==> config.mk <==
export PLATFORM = sky130hd
export DESIGN_NAME = mem_port_arbiter
export DESIGN_NICKNAME = d
export VERILOG_FILES = /design/src/rtl/mem_port_arbiter.sv
export SDC_FILE = /design/constraint.sdc
export NUM_CORES = 1
export LEC_CHECK = 0
export CAP_MARGIN = 10
export CORE_UTILIZATION = 35
export CTS_CLUSTER_DIAMETER = 50
export CTS_CLUSTER_SIZE = 16
export DETAILED_ROUTE_END_ITERATION = 8
export GPL_ROUTABILITY_DRIVEN = 0
export PLACE_DENSITY = 0.73
export SLEW_MARGIN = 15
export SYNTH_ARGS = -nofsm -noshare
export SYNTH_HDL_FRONTEND = slang
export SYNTH_SLANG_ARGS = --single-unit
==> constraint.sdc <==
create_clock -name clk -period 5.72 [get_ports clk]
set_input_delay 1.43 -clock clk [delete_from_list [all_inputs] [get_ports clk]]
set_output_delay 1.43 -clock clk [all_outputs]
set_load 0.005 [all_outputs]
==> src/rtl/mem_port_arbiter.sv <==
// Arbiter sharing one single-port memory between instruction fetch and data load/store.
// One transaction in flight; data has priority, bounded by a streak limit so fetch is never starved.
module mem_port_arbiter #(
   parameter int MAX_D_STREAK = 4,
   parameter int TIMEOUT      = 64
) (
   input  logic        clk,
   input  logic        rst,
   input  logic        i_req,
   input  logic [31:0] i_addr,
   input  logic        i_flush,
   output logic        i_gnt,
   output logic        i_rvalid,
   output logic [31:0] i_rdata,
   output logic        i_err,
   input  logic        d_req,
   input  logic        d_we,
   input  logic [31:0] d_addr,
   input  logic [31:0] d_wdata,
   input  logic [3:0]  d_be,
   output logic        d_gnt,
   output logic        d_rvalid,
   output logic [31:0] d_rdata,
   output logic        d_err,
   output logic        m_req,
   output logic        m_we,
   output logic [31:0] m_addr,
   output logic [31:0] m_wdata,
   output logic [3:0]  m_be,
   input  logic        m_ack,
   input  logic [31:0] m_rdata
);

   localparam int            TW         = (TIMEOUT > 1) ? $clog2(TIMEOUT + 1) : 1;
   localparam logic [TW-1:0] TMO_LAST   = TW'(TIMEOUT - 1);
   localparam logic          TMO_EN     = (TIMEOUT != 32'sd0);
   localparam logic [3:0]    STREAK_MAX = 4'(MAX_D_STREAK);

   typedef enum logic [1:0] {
      S_IDLE = 2'd0,
      S_BUSY = 2'd1,
      S_RESP = 2'd2
   } state_t;

   state_t        r_state;
   state_t        w_next;
   logic          r_m_req;
   logic          r_m_we;
   logic [31:0]   r_m_addr;
   logic [31:0]   r_m_wdata;
   logic [3:0]    r_m_be;
   logic          r_own_i;
   logic          r_flush_pend;
   logic [3:0]    r_streak;
   logic [TW-1:0] r_tmo;
   logic          r_i_rvalid;
   logic [31:0]   r_i_rdata;
   logic          r_i_err;
   logic          r_d_rvalid;
   logic [31:0]   r_d_rdata;
   logic          r_d_err;
   logic          w_fetch_ok;
   logic          w_pick_d;
   logic          w_pick_i;
   logic          w_tmo_hit;
   logic          w_done;
   logic          w_i_dead;

   // Arbitration, completion detection and next-state selection
   always_comb begin
      w_fetch_ok = i_req & ~i_flush;
      w_pick_d   = 1'b0;
      w_pick_i   = 1'b0;
      w_tmo_hit  = 1'b0;
      w_done     = 1'b0;
      w_next     = r_state;
      case (r_state)
         S_IDLE: begin
            w_pick_d = d_req & ~(w_fetch_ok & (r_streak == STREAK_MAX));
            w_pick_i = ~w_pick_d & w_fetch_ok;
            if (w_pick_d | w_pick_i) begin
               w_next = S_BUSY;
            end else begin
               w_next = S_IDLE;
            end
         end
         S_BUSY: begin
            // m_ack wins over a timeout landing in the same cycle
            w_tmo_hit = TMO_EN & (r_tmo == TMO_LAST) & ~m_ack;
            w_done    = m_ack | w_tmo_hit;
            if (w_done) begin
               w_next = S_RESP;
            end else begin
               w_next = S_BUSY;
            end
         end
         S_RESP:  w_next = S_IDLE;
         default: w_next = S_IDLE;
      endcase
   end

   assign w_i_dead = r_flush_pend | i_flush;

   // State register
   always_ff @(posedge clk or posedge rst) begin
      if (rst) begin
         r_state <= S_IDLE;
      end else begin
         r_state <= w_next;
      end
   end

   // Request capture, streak/timeout counters and response registers
   always_ff @(posedge clk or posedge rst) begin
      if (rst) begin
         r_m_req      <= 1'b0;
         r_m_we       <= 1'b0;
         r_m_addr     <= 32'h0;
         r_m_wdata    <= 32'h0;
         r_m_be       <= 4'h0;
         r_own_i      <= 1'b0;
         r_flush_pend <= 1'b0;
         r_streak     <= 4'd0;
         r_tmo        <= '0;
         r_i_rvalid   <= 1'b0;
         r_i_rdata    <= 32'h0;
         r_i_err      <= 1'b0;
         r_d_rvalid   <= 1'b0;
         r_d_rdata    <= 32'h0;
         r_d_err      <= 1'b0;
      end else begin
         r_i_rvalid <= 1'b0;
         r_i_rdata  <= 32'h0;
         r_i_err    <= 1'b0;
         r_d_rvalid <= 1'b0;
         r_d_rdata  <= 32'h0;
         r_d_err    <= 1'b0;
         case (r_state)
            S_IDLE: begin
               r_flush_pend <= 1'b0;
               r_tmo        <= '0;
               if (w_pick_d) begin
                  r_own_i   <= 1'b0;
                  r_m_req   <= 1'b1;
                  r_m_we    <= d_we;
                  r_m_addr  <= d_addr;
                  r_m_wdata <= d_wdata;
                  r_m_be    <= d_be;
                  r_streak  <= w_fetch_ok ? ((r_streak == STREAK_MAX) ? r_streak : r_streak + 4'd1)
                                          : 4'd0;
               end else if (w_pick_i) begin
                  r_own_i   <= 1'b1;
                  r_m_req   <= 1'b1;
                  r_m_we    <= 1'b0;
                  r_m_addr  <= i_addr;
                  r_m_wdata <= 32'h0;
                  r_m_be    <= 4'hF;
                  r_streak  <= 4'd0;
               end else begin
                  r_m_req   <= 1'b0;
               end
            end
            S_BUSY: begin
               if (i_flush & r_own_i) begin
                  r_flush_pend <= 1'b1;
               end
               if (w_done) begin
                  r_m_req <= 1'b0;
                  if (r_own_i) begin
                     r_i_rvalid <= ~w_i_dead;
                     r_i_rdata  <= (m_ack & ~w_i_dead) ? m_rdata : 32'h0;
                     r_i_err    <= w_tmo_hit & ~w_i_dead;
                  end else begin
                     r_d_rvalid <= 1'b1;
                     r_d_rdata  <= (m_ack & ~r_m_we) ? m_rdata : 32'h0;
                     r_d_err    <= w_tmo_hit;
                  end
               end else begin
                  r_tmo <= r_tmo + TW'(1);
               end
            end
            S_RESP: begin
               r_m_req <= 1'b0;
            end
            default: begin
               r_m_req <= 1'b0;
            end
         endcase
      end
   end

   assign i_gnt    = w_pick_i;
   assign d_gnt    = w_pick_d;
   // A flush arriving while the fetch response is presented still kills it
   assign i_rvalid = r_i_rvalid & ~i_flush;
   assign i_rdata  = r_i_rdata;
   assign i_err    = r_i_err & ~i_flush;
   assign d_rvalid = r_d_rvalid;
   assign d_rdata  = r_d_rdata;
   assign d_err    = r_d_err;
   assign m_req    = r_m_req;
   assign m_we     = r_m_we;
   assign m_addr   = r_m_addr;
   assign m_wdata  = r_m_wdata;
   assign m_be     = r_m_be;

endmodule

# ---- After elaboration in Yosys (flattened, before gate mapping)
# Cells that the tools add are included.
dict set report totals {
  register_bits 153
  input_bits 139
  wordCells 101
  output_inout_bits 140
}
dict set report op_classes {
  reduce_logical 7
  n_bitwise 20
  n_addsub 2
  eq_ne 7
  muxes 49
}
# op count
set ops {}
lappend ops {{32-bit 2-to-1 mux} 12}
lappend ops {{1-bit 2-to-1 mux} 25}
lappend ops {{4-bit 2-to-1 mux} 6}
lappend ops {{7-bit one-hot mux with 2 select lines} 1}
lappend ops {{1-bit bitwise AND} 11}
lappend ops {{7-bit by 1-bit adder with 7-bit output, second input constant} 1}
lappend ops {{7-bit by 6-bit equality test with 1-bit output, second input constant} 1}
lappend ops {{7-bit 2-to-1 mux} 1}
lappend ops {{2-bit inequality test, second input constant} 3}
lappend ops {{1-bit inverter} 6}
lappend ops {{2-bit AND reduction} 3}
lappend ops {{4-bit by 1-bit adder with 4-bit output, second input constant} 1}
lappend ops {{4-bit by 3-bit equality test with 1-bit output, second input constant} 1}
lappend ops {{1-bit one-hot mux with 2 select lines} 2}
lappend ops {{2-bit one-hot mux with 2 select lines} 1}
lappend ops {{2-bit nonzero test} 2}
lappend ops {{3-bit inequality test, second input constant} 1}
lappend ops {{1-bit bitwise OR} 3}
lappend ops {{3-bit AND reduction} 1}
lappend ops {{2-bit by 1-bit equality test with 1-bit output, second input constant} 1}
lappend ops {{2-bit zero test} 1}
lappend ops {{2-bit 2-to-1 mux} 1}

# ---- Depth between registers and ports, before layout
# Gate-level depths: netlist of run 1.
dict set report logic_depth {
  ltp_word 11
  mapped_depth 8
  mapped_depth_nobuf 7
}

# ---- Worst setup path before layout of run 1
# No wires, ideal clock.
dict set report synth_path {
  path_type {input -> output}
  from {input i_flush}
  to {output d_gnt}
  cell_stages 5
  arrival_time_ns 2.252
  path_slack_ns 2.038
  required_time_ns 4.290
  path_buffers 2
  path_cell_list {nand2b_1 o21ai_2 inv_2 buf_4 buf_4}
}
dict set report synth_between {
  elab_chain_len 6
}
# item line
set synth_lines {}
lappend synth_lines {{start, declared} 11} ;# input logic i_flush,
lappend synth_lines {{1-bit inverter} 71} ;# w_fetch_ok = i_req & ~i_flush;
lappend synth_lines {{1-bit bitwise AND} 71}
lappend synth_lines {{1-bit bitwise AND} 79} ;# w_pick_d = d_req & ~(w_fetch_ok & (r_streak == STREAK_MAX));
lappend synth_lines {{1-bit inverter} 79}
lappend synth_lines {{1-bit bitwise AND} 79}
lappend synth_lines {{1-bit 2-to-1 mux} 77} ;# case (r_state)
lappend synth_lines {{end, declared} 21} ;# output logic d_gnt,
# No other way between the ends.

# ---- Final worst setup path of run 1
dict set report layout_path {
  from {input i_flush}
  to {output i_gnt}
}
dict set report layout_between {
  elab_chain_len 8
}
# item line
set layout_lines {}
lappend layout_lines {{1-bit inverter (*)} 71}
lappend layout_lines {{1-bit bitwise AND (*)} 71}
lappend layout_lines {{1-bit bitwise AND} 79}
lappend layout_lines {{1-bit inverter} 79}
lappend layout_lines {{1-bit bitwise AND} 79}
lappend layout_lines {{1-bit inverter} 80} ;# w_pick_i = ~w_pick_d & w_fetch_ok;
lappend layout_lines {{1-bit bitwise AND (*)} 80}
lappend layout_lines {{1-bit 2-to-1 mux (*)} 77}
lappend layout_lines {{end, declared} 12} ;# output logic i_gnt,
# Every way passes the cells marked *; elsewhere a longest branch is shown, timed or not.

==> run_results.csv, run 1 <==
group,metric,value,unit
logic_synthesis,top_cells_by_area_synth,"dfrtp_1 66%, and2_1 7.0%, a21oi_1 6.0%, a22o_1 5.0%, nor2_1 2.7%",
routing,via_total_after_detailed_routing,4752,
grt,grt_pass1_wl,24100,µm
logic_synthesis,postSynthAreaPerCell,11.8,µm²
floorplan,start_util,36.1,%
routing,dr.first_iter.drc_count,180,
timing,hold_violations,0,
logic_synthesis,yosys.cell_types.count,43,
critical_path,critical_path.endpoint,"i_gnt",
timing,timing.hold.ws,0.469,ns
clock_network,clock_sinks,153,
critical_path,setup_crit_start_kind,"input pin",
logic_synthesis,ys.flop_type,"dfrtp_1",
critical_path,criticalPathCategory,"input pin to primary output",
finish,fraction_of_the_core_area_covered_by_cells_at_the_end_of_the_flow,58.2,%
clock_network,cts-resized-gates,0,
worst_hold_path,hold_path_startpoint,"r_streak[3]$_DFFE_PP0P_",
critical_path,reg2regPathDepth,5,
logic_synthesis,async_flop_share,100,%
logic_synthesis,mappedNetlistArea,5770,µm²
floorplan,ios,279,
finish,post_route_cells_drive_above_1_share,6.17,%
grt,grt_max_degree,111,
logic_synthesis,postSynthNetCount,633,
clock_network,number_of_buffers_on_the_longest_clock_path,2,
floorplan,die_h,130,µm
timing,slew-limit-headroom,35.4,%
worst_hold_path,holdCritPathClass,"flip-flop to flip-flop",
clock_network,cell_chosen_for_the_clock_root,"clkbuf_16",
routing,drt-vias-per-instance,4.78,
critical_path,startpoint,"i_flush",
grt,initial_antenna_violation_count,0,
pwr,final_power,4.05,mW
finish,area.growth.synth_to_final,61.4,%
logic_synthesis,synthCells,491,
routing,detail_route.wirelength,16100,µm
clock_network,worst_skew_pair.late_latency,0.41,ns
timing,finClkSkew,0.0107,ns
timing,totalNegativeSetupSlack,0,ns
routing,post-route-drc-count,0,
timing,fmax,214,MHz
timing,timing.final.crit_share,81.6,%
placement,buffer_ports.inserted,278,
timing,layout_min_cycle_time,4.67,ns
clock_network,cts-htree-levels,4,
grt,grt_pass1_vias,4863,
clock_network,postCtsSetupRepairBufs,0,
floorplan,placement_rows,46,
logic_synthesis,synth_largest_area_cell,"dfrtp_1",
floorplan,core-area,16000,µm²
pwr,power-per-cell-area,435,nW/µm²
clock_network,clk_transition_reported_paths,0.06,ns
critical_path,critical_path.max_fanout,6,
logic_synthesis,ys_seq_elements,153,
clock_network,cts_hold_repair.buffers,0,
grt,globalRouteTotalUtil,18.7,%
logic_synthesis,post-synth-top-count-cell,"dfrtp_1",
job,drv_cap,0,
pwr,irDropWorstVdd,0.260,mV
logic_synthesis,leading_cell_types_by_count_after_synthesis,"153 x dfrtp_1, 69 x a21oi_1, 65 x and2_1",
critical_path,worstSetupEndpointType,"primary output",
routing,detailedRoute.firstPassIterationCount,4,
pwr,power.leakage,4.11,nW
timing,setup_viol_count_final,0,
critical_path,arrival,3.24,ns
logic_synthesis,synth-edff-count,0,
logic_synthesis,post-synth-top-area-fraction,66.3,%
finish,insertedDiodeCount,0,
critical_path,reg2reg_slack,3.59,ns
worst_hold_path,hold_path_depth,1,
timing,max_slew.worst_pin.slew,0.970,ns
grt,grt.overflow.total,0,
placement,place_hpwl,11300,µm
status,run_status,"completed",
floorplan,dieArea,17000,µm²
timing,grt_setup_unrepaired,"no",
critical_path,crit-reg2reg-launch,"r_state[0]$_DFF_PP0_",
clock_network,cts_tree,"yes",
timing,max_slew_violations,0,
critical_path,crit_required,4.29,ns
logic_synthesis,synth.yosys.seq_area_share,66.3,%
critical_path,reg2reg_to,"m_addr[14]$_DFFE_PP0P_",
floorplan,die_w,130,µm
finish,finalNetCount,907,
clock_network,cts_inserted_buffers,17,
routing,drt.antenna.violating_nets,0,
routing,wl_per_cell,16.2,µm
logic_synthesis,synth.yosys.warnings,0,
state kept, by name (all words and copies together) (netlist names):
signal        count
m_req             1
m_be              4
d_rdata          32
m_wdata          32
m_we              1
r_i_err           1
r_own_i           1
r_streak          4
d_err             1
r_tmo             7
m_addr           32
d_rvalid          1
r_i_rvalid        1
r_state           2
i_rdata          32
r_flush_pend      1
final cells by class:
type	count	area [µm²]
Clock inverter	12	130
Tap cell	216	270
Multi-Input combinational cell	301	1770
Clock buffer	20	457
Sequential cell	153	3830
Fill cell	1354	6680
Timing Repair Buffer	284	2830
Inverter	8	35.0
power by group:
part | total, mW | internal [mW] | switching [mW]
combinational | 1.39 | 0.803 | 0.587
clock | 1.10 | 0.636 | 0.462
sequential | 1.56 | 1.38 | 0.181
worst max-delay path, cell delays in order:
cell	delay, ns
clkdlybuf4s50_1	0.54
nor2b_1	0.44
nand2_1	0.11
a21oi_1	0.17
clkdlybuf4s50_1	0.55
per-layer routing:
metal  vias to the layer above  GRT usage [%]  wire length [µm]
met5                         -              0                 0
met3                        16           9.45              1880
met1                      2315           20.5              6360
li1                       2216              -                 -
met4                         0           7.03               193
met2                       205           31.3              7720
stage by stage:
step           cell area [µm²]  setup WS [ns]  std cells
2_1_floorplan             5770          0.169        491
3_3_place_gp              8730           1.06        962
3_5_place_dp              8730           1.05        962
4_1_cts                   9320           1.06        994
5_1_grt                   9320          0.930        994
6_report                  9320           1.05        994
cells in the final DEF (no fill, tap or decap), types with 2 or more instances in the layout:
cell,netlist,final
a21oi_1,69,69
a22o_1,33,33
a31oi_1,4,4
and2_1,65,65
buf_4,4,6
clkbuf_16,0,17
clkbuf_8,0,2
clkdlybuf4s50_1,0,278
clkinv_4,0,3
clkinvlp_4,0,3
dfrtp_1,153,153
ha_1,3,3
inv_1,7,6
inv_6,0,3
inv_8,0,3
nand2_1,38,38
nand3_1,4,4
nor2_1,42,42
nor2b_1,3,3
nor3_1,5,5
o21a_1,3,3
o21ai_0,3,3
o22a_1,4,4
o22ai_1,2,2
cell families after synthesis:
family                     count (synthesis)  synth area share, %
DFF                                      153                 66.3
adders and majority gates                  3                0.650
AOI/OAI and AO/OA                        128                 14.3
and+or+nand+nor                          169                 15.2
buffers and inverters                     37                 3.36
muxes                                      1                0.173
how the worst min path moves through the flow:
stage / slack (ns) / end
after global placement: 0.45 / r_streak[3]$_DFFE_PP0P_
after global routing: 0.51 / r_streak[3]$_DFFE_PP0P_
after floorplan: 0.44 / r_streak[3]$_DFFE_PP0P_
after detailed placement: 0.46 / r_streak[3]$_DFFE_PP0P_
final: 0.47 / r_streak[3]$_DFFE_PP0P_
after CTS: 0.47 / r_streak[3]$_DFFE_PP0P_
No activity file was read; power rests on OpenSTA's default activity.
==> inputs of run 2 (changes only) <==
PLACE_DENSITY = 0.71   (was 0.73)
clock period = 4.7 ns   (was 5.72 ns; I/O delays follow)
==> run 2 against run 1 <==
Clock-buffer cell count is 2 lower. Critical path type unchanged. Non-clock buffer count is 2 higher. Die area stayed put. Power is 19% higher.
==> run_results.csv, run 2 (same netlist as run 1, synthesis figures left out) <==
group,metric,value,unit
timing,timing.final.crit_share,87.7,%
grt,grt_pass1_wl,25300,µm
status,run_status,"completed",
clock_network,cell_chosen_for_the_clock_root,"clkbuf_16",
floorplan,dieArea,17000,µm²
clock_network,clk_transition_reported_paths,0.06,ns
floorplan,die_w,130,µm
routing,via_total_after_detailed_routing,4776,
pwr,power-per-cell-area,518,nW/µm²
clock_network,cts_inserted_buffers,17,
critical_path,setup_crit_start_kind,"input pin",
floorplan,core-area,16000,µm²
finish,post-route-cell-area,9290,µm²
routing,drt.antenna.violating_nets,0,
timing,hold_violations,0,
finish,post_route_cells_drive_above_1_share,6.18,%
critical_path,arrival,2.95,ns
critical_path,criticalPathCategory,"input pin to primary output",
critical_path,crit-reg2reg-launch,"r_state[0]$_DFF_PP0_",
floorplan,ios,279,
finish,final_cell_mix,"278 x clkdlybuf4s50_1, 153 x dfrtp_1, 69 x a21oi_1",
timing,max_slew.worst_pin.slew,0.726,ns
worst_hold_path,hold_path_startpoint,"m_req$_DFFE_PP0P_",
floorplan,placement_rows,46,
timing,totalNegativeSetupSlack,0,ns
critical_path,path_cells,"clkdlybuf4s50_1 -> nor2b_1 -> nand2_1 -> a21oi_1 -> clkdlybuf4s50_1",
grt,grt_max_degree,67,
grt,globalRouteTotalUtil,19.9,%
clock_network,number_of_buffers_on_the_longest_clock_path,2,
pwr,irDropWorstVdd,0.250,mV
placement,buffer_ports.inserted,278,
routing,drt-vias-per-instance,4.81,
critical_path,critical_path.max_stage_delay,0.55,ns
critical_path,reg2reg_slack,2.57,ns
critical_path,worstSetupEndpointType,"primary output",
critical_path,crit_path_frequent_cell,"clkdlybuf4s50_1",
timing,setup_viol_count_final,0,
timing,fmax,243,MHz
critical_path,critical_path.max_fanout,6,
pwr,power.leakage,4.09,nW
finish,fillCellCount,1351,
routing,detailedRoute.firstPassIterationCount,4,
placement,placed_area,8770,µm²
routing,dr.first_iter.drc_count,140,
worst_hold_path,holdCritPathClass,"flip-flop to flip-flop",
grt,initial_antenna_violation_count,0,
routing,detail_route.wirelength,16600,µm
timing,layout_min_cycle_time,4.12,ns
finish,fraction_of_the_core_area_covered_by_cells_at_the_end_of_the_flow,58.0,%
finish,finalNetCount,909,
finish,insertedDiodeCount,0,
job,drv_cap,0,
clock_network,cts-resized-gates,0,
finish,area.growth.synth_to_final,60.8,%
timing,slew-limit-headroom,51.4,%
routing,wl_per_cell,16.7,µm
floorplan,start_util,36.1,%
timing,finClkSkew,0.00791,ns
grt,grt.overflow.total,0,
clock_network,clock_sinks,153,
clock_network,cts_tree,"yes",
grt,grt_pass1_vias,5048,
floorplan,die_h,130,µm
clock_network,worst_skew_pair.late_latency,0.41,ns
routing,post-route-drc-count,0,
clock_network,postCtsSetupRepairBufs,0,
critical_path,critPathSlowestCell,"clkdlybuf4s50_1",
timing,max_slew_violations,0,
critical_path,startpoint,"i_flush",
critical_path,crit_required,3.52,ns
finish,most_common_cell_after_layout_fill_and_taps_aside,"clkdlybuf4s50_1",
clock_network,cts-htree-levels,4,
clock_network,cts_hold_repair.buffers,0,
timing,grt_setup_unrepaired,"no",
pwr,final_power,4.81,mW
placement,place_hpwl,11900,µm
## run 2: final timing paths
path | end | cells past startpoint
max | i_gnt | 5
min | m_req$_DFFE_PP0P_ | 1
max reg2reg | m_addr[6]$_DFFE_PP0P_ | 6
min reg2reg | m_req$_DFFE_PP0P_ | 1
max in group asynchronous | m_addr[30]$_DFFE_PP0P_ | 3
min in group asynchronous | m_wdata[29]$_DFFE_PP0P_ | 2
## run 2: through the flow
step / setup slack [ns] / hold slack (ns) / instances
after floorplan: 1.53 / 0.436 / 491
after global placement: 0.613 / 0.456 / 964
after detailed placement: 0.593 / 0.471 / 964
after CTS: 0.590 / 0.484 / 993
after global routing: 0.410 / 0.505 / 993
final: 0.579 / 0.487 / 993
## run 2: cell type report
class	count	area, µm²	share of cell area, %
tap	216	270	2.91
clock buffer	18	439	4.73
timing repair buffer	286	2870	30.9
inverter	8	33.8	0.364
sequential	153	3830	41.2
multi-input combinational	301	1770	19.0
clock inverter	11	78.8	0.849
## run 2: routing by layer
layer	track usage [%]	share of wire [%]
met3	8.55	10
met2	34.9	50
met5	0	0
met1	20.9	37
met4	8.25	2.1
## run 2: worst max-delay path, delay by kind of cell
kind	cells	cell delay, ns
AOI/OAI and AO/OA	1	0.15
buffers and inverters	2	1.07
and+or+nand+nor	2	0.54
## run 2: report_power, final
group,total (mW),switching (mW),internal (mW)
clock network,1.20,0.519,0.678
registers,1.91,0.227,1.68
logic,1.70,0.715,0.988
total,4.81,1.46,3.35
